==> src/rtl/rice_run_decoder.sv <==
`timescale 1ns/1ps
// rice_run_decoder
// Streaming Rice-code decoder. Packed MSB-first words are appended to a
// 2*IN_W bit window. A leading-run scan of the top SLICE_W bits measures the
// unary quotient. The next K bits are then taken as the remainder, and one
// value (q << K) | r is presented per code word with a valid/ready handshake.
module rice_run_decoder #(
    parameter int IN_W    = 32,
    parameter int SLICE_W = 4,
    parameter int K       = 4,
    parameter int Q_MAX   = 255,
    parameter int OUT_W   = 16
) (
    input  logic             clk,
    input  logic             rst_n,
    input  logic             leading_bit,
    input  logic             flush,
    input  logic [IN_W-1:0]  in_data,
    input  logic             in_valid,
    output logic             in_ready,
    output logic [OUT_W-1:0] out_value,
    output logic             out_overflow,
    output logic             out_valid,
    input  logic             out_ready
);
    localparam int BUF_W  = 2 * IN_W;
    localparam int FILL_W = $clog2(BUF_W + 1);
    localparam int Q_W    = $clog2(Q_MAX + 1);
    localparam int C_W    = $clog2(SLICE_W + 1);
    localparam int SUM_W  = Q_W + C_W;

    typedef enum logic [1:0] {
        SCAN = 2'd0,
        REM  = 2'd1,
        EMIT = 2'd2
    } state_t;

    state_t              state_q;
    state_t              state_d;
    logic [BUF_W-1:0]    buf_q;
    logic [BUF_W-1:0]    buf_d;
    logic [BUF_W-1:0]    in_aligned;
    logic [FILL_W-1:0]   fill_q;
    logic [FILL_W-1:0]   fill_d;
    logic [FILL_W-1:0]   fill_rem;
    logic [FILL_W-1:0]   consume_n;
    logic [Q_W-1:0]      q_q;
    logic                sat_q;
    logic [Q_W:0]        q_add;
    logic [SLICE_W-1:0]  slice;
    logic                run_found;
    logic [C_W-1:0]      run_len;
    logic [K-1:0]        rem_bits;
    logic                accept;
    logic                scan_go;
    logic                rem_go;
    logic                emit_done;

    // Quotient accumulate with clamp at Q_MAX; MSB of the result flags that the
    // unclamped sum would have exceeded Q_MAX.
    function automatic logic [Q_W:0] q_sat_add(input logic [Q_W-1:0] a,
                                               input logic [C_W-1:0] b);
        logic [SUM_W-1:0] sum;
        sum = SUM_W'(a) + SUM_W'(b);
        if (sum > SUM_W'(Q_MAX)) begin
            return {1'b1, Q_W'(Q_MAX)};
        end
        return {1'b0, sum[Q_W-1:0]};
    endfunction

    assign slice    = buf_q[BUF_W-1 -: SLICE_W];
    assign rem_bits = buf_q[BUF_W-1 -: K];
    assign q_add    = q_sat_add(q_q, run_len);

    // Leading-run encoder: position of the first bit that differs from leading_bit.
    always_comb begin
        run_found = 1'b0;
        run_len   = C_W'(SLICE_W);
        for (int i = 0; i < SLICE_W; i++) begin
            if (!run_found && (slice[SLICE_W-1-i] != leading_bit)) begin
                run_found = 1'b1;
                run_len   = C_W'(i);
            end
        end
    end

    // FSM state register.
    always_ff @(posedge clk or negedge rst_n) begin
        if (!rst_n) begin
            state_q <= SCAN;
        end else begin
            state_q <= state_d;
        end
    end

    // FSM next state; flush always returns to SCAN.
    always_comb begin
        state_d = state_q;
        case (state_q)
            SCAN:    if ((fill_q >= FILL_W'(SLICE_W)) && run_found) state_d = REM;
            REM:     if (fill_q >= FILL_W'(K)) state_d = EMIT;
            EMIT:    if (out_ready) state_d = SCAN;
            default: state_d = SCAN;
        endcase
        if (flush) begin
            state_d = SCAN;
        end
    end

    // FSM outputs: handshakes and how many window bits are consumed this cycle.
    always_comb begin
        out_valid = (state_q == EMIT);
        in_ready  = (fill_q <= FILL_W'(IN_W)) && !flush;
        scan_go   = 1'b0;
        rem_go    = 1'b0;
        emit_done = 1'b0;
        consume_n = '0;
        case (state_q)
            SCAN: begin
                if (fill_q >= FILL_W'(SLICE_W)) begin
                    scan_go   = 1'b1;
                    consume_n = run_found ? (FILL_W'(run_len) + FILL_W'(1))
                                          : FILL_W'(SLICE_W);
                end
            end
            REM: begin
                if (fill_q >= FILL_W'(K)) begin
                    rem_go    = 1'b1;
                    consume_n = FILL_W'(K);
                end
            end
            EMIT:    emit_done = out_ready;
            default: ;
        endcase
    end

    assign accept = in_valid && in_ready;

    // Window update: drop consumed bits, then place an accepted word directly
    // below the remaining valid bits (bits below fill are always zero).
    always_comb begin
        fill_rem   = fill_q - consume_n;
        in_aligned = {in_data, {IN_W{1'b0}}} >> fill_rem;
        buf_d      = (buf_q << consume_n) | (accept ? in_aligned : '0);
        fill_d     = fill_rem + (accept ? FILL_W'(IN_W) : FILL_W'(0));
    end

    // Bit window and fill count.
    always_ff @(posedge clk or negedge rst_n) begin
        if (!rst_n) begin
            buf_q  <= '0;
            fill_q <= '0;
        end else if (flush) begin
            buf_q  <= '0;
            fill_q <= '0;
        end else begin
            buf_q  <= buf_d;
            fill_q <= fill_d;
        end
    end

    // Quotient accumulator and sticky saturation flag for the current code.
    always_ff @(posedge clk or negedge rst_n) begin
        if (!rst_n) begin
            q_q   <= '0;
            sat_q <= 1'b0;
        end else if (flush || emit_done) begin
            q_q   <= '0;
            sat_q <= 1'b0;
        end else if (scan_go) begin
            q_q <= q_add[Q_W-1:0];
            if (q_add[Q_W]) begin
                sat_q <= 1'b1;
            end
        end
    end

    // Result register, loaded when the remainder is taken; held through EMIT.
    always_ff @(posedge clk or negedge rst_n) begin
        if (!rst_n) begin
            out_value    <= '0;
            out_overflow <= 1'b0;
        end else if (flush) begin
            out_overflow <= 1'b0;
        end else if (rem_go) begin
            out_value    <= (OUT_W'(q_q) << K) | OUT_W'(rem_bits);
            out_overflow <= sat_q;
        end
    end

endmodule

==> config.mk <==
export PLATFORM = sky130hd
export DESIGN_NAME = rice_run_decoder
export DESIGN_NICKNAME = d
export VERILOG_FILES = /design/src/rtl/rice_run_decoder.sv
export SDC_FILE = /design/constraint.sdc
export NUM_CORES = 1
export LEC_CHECK = 0
export ABC_AREA = 1
export BUFFER_PORTS_ARGS = -buffer_cell sky130_fd_sc_hd__buf_2
export CAP_MARGIN = 20
export CELL_PAD_IN_SITES_DETAIL_PLACEMENT = 1
export CELL_PAD_IN_SITES_GLOBAL_PLACEMENT = 2
export CORE_MARGIN = 3
export CORE_UTILIZATION = 35
export CTS_BUF_LIST = sky130_fd_sc_hd__clkbuf_8
export DETAILED_ROUTE_END_ITERATION = 16
export PLACE_DENSITY_LB_ADDON = 0.12
export SLEW_MARGIN = 20
export SYNTH_ARGS = -nofsm -noshare
export SYNTH_HDL_FRONTEND = slang
export SYNTH_SLANG_ARGS = --single-unit
==> constraint.sdc <==
create_clock -name clk -period 7.6 [get_ports clk]
set_input_delay 0.76 -clock clk [delete_from_list [all_inputs] [get_ports clk]]
set_output_delay 0.76 -clock clk [all_outputs]
set_load 0.005 [all_outputs]
==> results.md <==
* Status: complete, no violations
* Largest net degree at the start of global routing at 69
* Slew Limit Headroom at 0.312
* Share of the synthesized area in the top cell type at 0.281
* Post-synth EDFFs at 0
* Part of the cycle the worst path needs at 0.703
* CTS tree: built
* Max Slew Vio Count at 0
* CTS clk-pin slew, worst paths at 0.12 ns
* Critical path origin: fill_q[4]
* ANT cells at 0
* Vias in the first global route at 10700
* Post-synth ARST share at 1.00
* Starting density of the core at 0.359
* Max-Cap Viols at 0
* DIE AREA at 28100 sq um
* H-Tree Depth at 3
* Fin crit period at 5.34 ns
* Die H at 168 microns
* Clk_skew at 0.0231 ns
* RSZ-0062 raised after global routing: false
* Initial detailed-routing violation count at 939
* Overall Global Routing Usage at 0.265
* Vias at 10600
* Clock latency on the worst-skew pair at 0.41 ns
* Commonest register cell after synthesis: dfrtp_1
* TritonCTS buffer count at 9
* Row count at 58
* Top Ports at 57
* Flops & latches, synth at 95
* Area grow syn2layout at 4.77%
* TNS Setup at 0 ns
* Fmax at 187 MHz
* Synth warn at 0
* CP cell instances: nor3_4 > nand2_2 > buf_4 > nand3_2 > inv_1 > ha_1 > fa_1 > buf_4 > clkinv_1 > nand3_1 > nand2_1 > o21ai_0 > nand2_1 > nand2_1 > nand2_1 > nor2_1 > nor2_1 > a21oi_1
* Share of layout cells above drive strength 1 at 0.0746
* CP required at 7.93 ns
* Hold Crit Class: primary input to async pin
* Final HPWL DP at 27000 microns
* Register Area at 2380 sq um
* Layout fillers at 3479
* Nets@finish at 1545
* Cell Area, Synth at 9150 sq um
* CP startpoint kind: flip-flop
* Worst slew pin tran at 1.03 ns
* WP data arrival at 5.67 ns
* CP max stage cell: clkinv_1
* Remaining DRCs at 0
* CTS max path bufs at 2
* First-pass iteration count of the detailed router at 5
* Most area-hungry cell type in the Yosys netlist: nand3_1
* Core region area at 25500 sq um
* Clk sink count at 95
* Grt ovf at 0
* CP max stage delay at 0.89 ns
* Number of vias per cell at 5.80
* First-pass GRT wire length at 60100 microns
* Post-CTS Setup Repair Bufs at 0
* WP buf/inv at 4
* Initial antenna violation count at 0
* Post-Synthesis Cells at 1530
* Final antenna-violating net count at 0
* Most frequent CP cell: nand2_1
* Hold_buf cts at 0
* Crit-path leading delay family: buffers and inverters
* Final Hold Viols at 0
* CP Max Fanout at 58
* GPL Wtd Cong at 0.926
* Area of the multi-input gates at 5810 sq um
* Wirelength per Cell at 20.4 microns
* Cts repair resizes at 0
* Worst Setup End Kind: flip-flop
* Root Driver: clkbuf_8
* Reg-to-reg startpoint: fill_q[4]
* Final setup viols at 0
* Routed WL at 37400 microns
* Register area share after synthesis at 0.260
* Top cells by area, synth: nand3_1 28%, dfrtp_1 26%, nand2_1 16%
* CP Class: flip-flop to flip-flop
* Port bufs at 52
* Avg Cell Area, Syn at 5.98 sq um
* Die X at 168 microns
* Distinct cells, synth at 40
* Hold Slack at 0.345 ns
==> metal layers <==
| layer | part of all wire | GRT usage |
|---|---|---|
| met5 | 0 | 0 |
| met1 | 0.47 | 0.377 |
| met2 | 0.47 | 0.433 |
| met4 | 0.024 | 0.0722 |
| met3 | 0.037 | 0.0231 |
==> cells in the mapped netlist, types with 16 or more instances <==
library cell,count
a21oi_1,55
buf_2,56
buf_4,16
clkbuf_1,31
dfrtp_1,95
inv_1,104
nand2_1,398
nand3_1,513
nand4_1,71
nor2_1,77
o21ai_0,25
==> registers in the layout, indices dropped and copies added, names as in the netlist <==
register	flops
state_q	2
out_overflow	1
q_q	8
buf_q	64
sat_q	1
out_value	12
fill_q	7
==> worst reg2reg max path: stages (launching register included) <==
cell and delay (ns):
dfrtp_1 0.55, nor3_4 0.27, nand2_2 0.26, buf_4 0.43, nand3_2 0.19, inv_1 0.06
ha_1 0.21, fa_1 0.51, buf_4 0.34, clkinv_1 0.91, nand3_1 0.36, nand2_1 0.10
o21ai_0 0.44, nand2_1 0.15, nand2_1 0.13, nand2_1 0.06, nor2_1 0.08, nor2_1 0.08
a21oi_1 0.15
==> through the flow <==
| stage | setup WS (ns) | utilization | instances | cell area, sq um |
|---|---|---|---|---|
| floorplan | 4.10 | - | 1533 | 9160 |
| global placement | 2.37 | 0.369 | 1816 | 9410 |
| detailed placement | 2.30 | 0.369 | 1816 | 9410 |
| CTS | 2.29 | 0.376 | 1832 | 9590 |
| global route | 1.79 | 0.376 | 1832 | 9590 |
| finish | 2.26 | 0.376 | 1832 | 9590 |
==> path summary, 6_finish.rpt <==
check | slack, ns | cells after the start | to
max | 2.26 | 18 | buf_q[16]
min reg2reg | 0.49 | 2 | out_value[8]
min in group clk | 0.49 | 2 | out_value[8]
max reg2reg | 2.26 | 18 | buf_q[16]
min | 0.35 | 1 | out_value[5]
max in group asynchronous | 5.96 | 2 | buf_q[1]
==> cells in the final DEF, fill, tap and decap left out, types with 3 or more instances in the layout <==
cell type,Yosys,layout
nand3_1,513,513
nand2_1,398,398
inv_1,104,105
dfrtp_1,95,95
nor2_1,77,76
nand4_1,71,71
a21oi_1,55,55
buf_2,56,51
o21ai_0,25,25
buf_4,16,17
clkbuf_8,0,10
o21ai_1,9,9
inv_2,8,8
ha_1,8,8
or2_0,7,7
nand2_2,5,5
conb_1,2,5
nand3_2,4,4
nor2_4,2,4
o22ai_1,3,3
o221ai_1,3,3
==> cells by family (layout without fill, tap and decap cells) <==
family	count (synthesis)	count (layout)	synth area share
buf+inv	229	198	0.111
other cells	2	5	0.000821
simple gates	1086	1086	0.546
xor+xnor	6	6	0.00738
compound gates	101	101	0.0585
mux	1	1	0.00123
fa+ha+maj	10	10	0.0153
flops	95	95	0.260
==> cell type report <==
| class | count | share of cell area |
|---|---|---|
| Timing Repair Buffer | 68 | 0.0399 |
| Clock buffer | 10 | 0.0144 |
| Tap cell | 330 | 0.0431 |
| Multi-Input combinational cell | 1209 | 0.605 |
| Clock inverter | 6 | 0.00470 |
| Sequential cell | 95 | 0.248 |
| Inverter | 114 | 0.0446 |
Power is left out: the tool's default activity adds up to more than one toggle a clock period on the data nets, which glitch-free logic cannot reach.
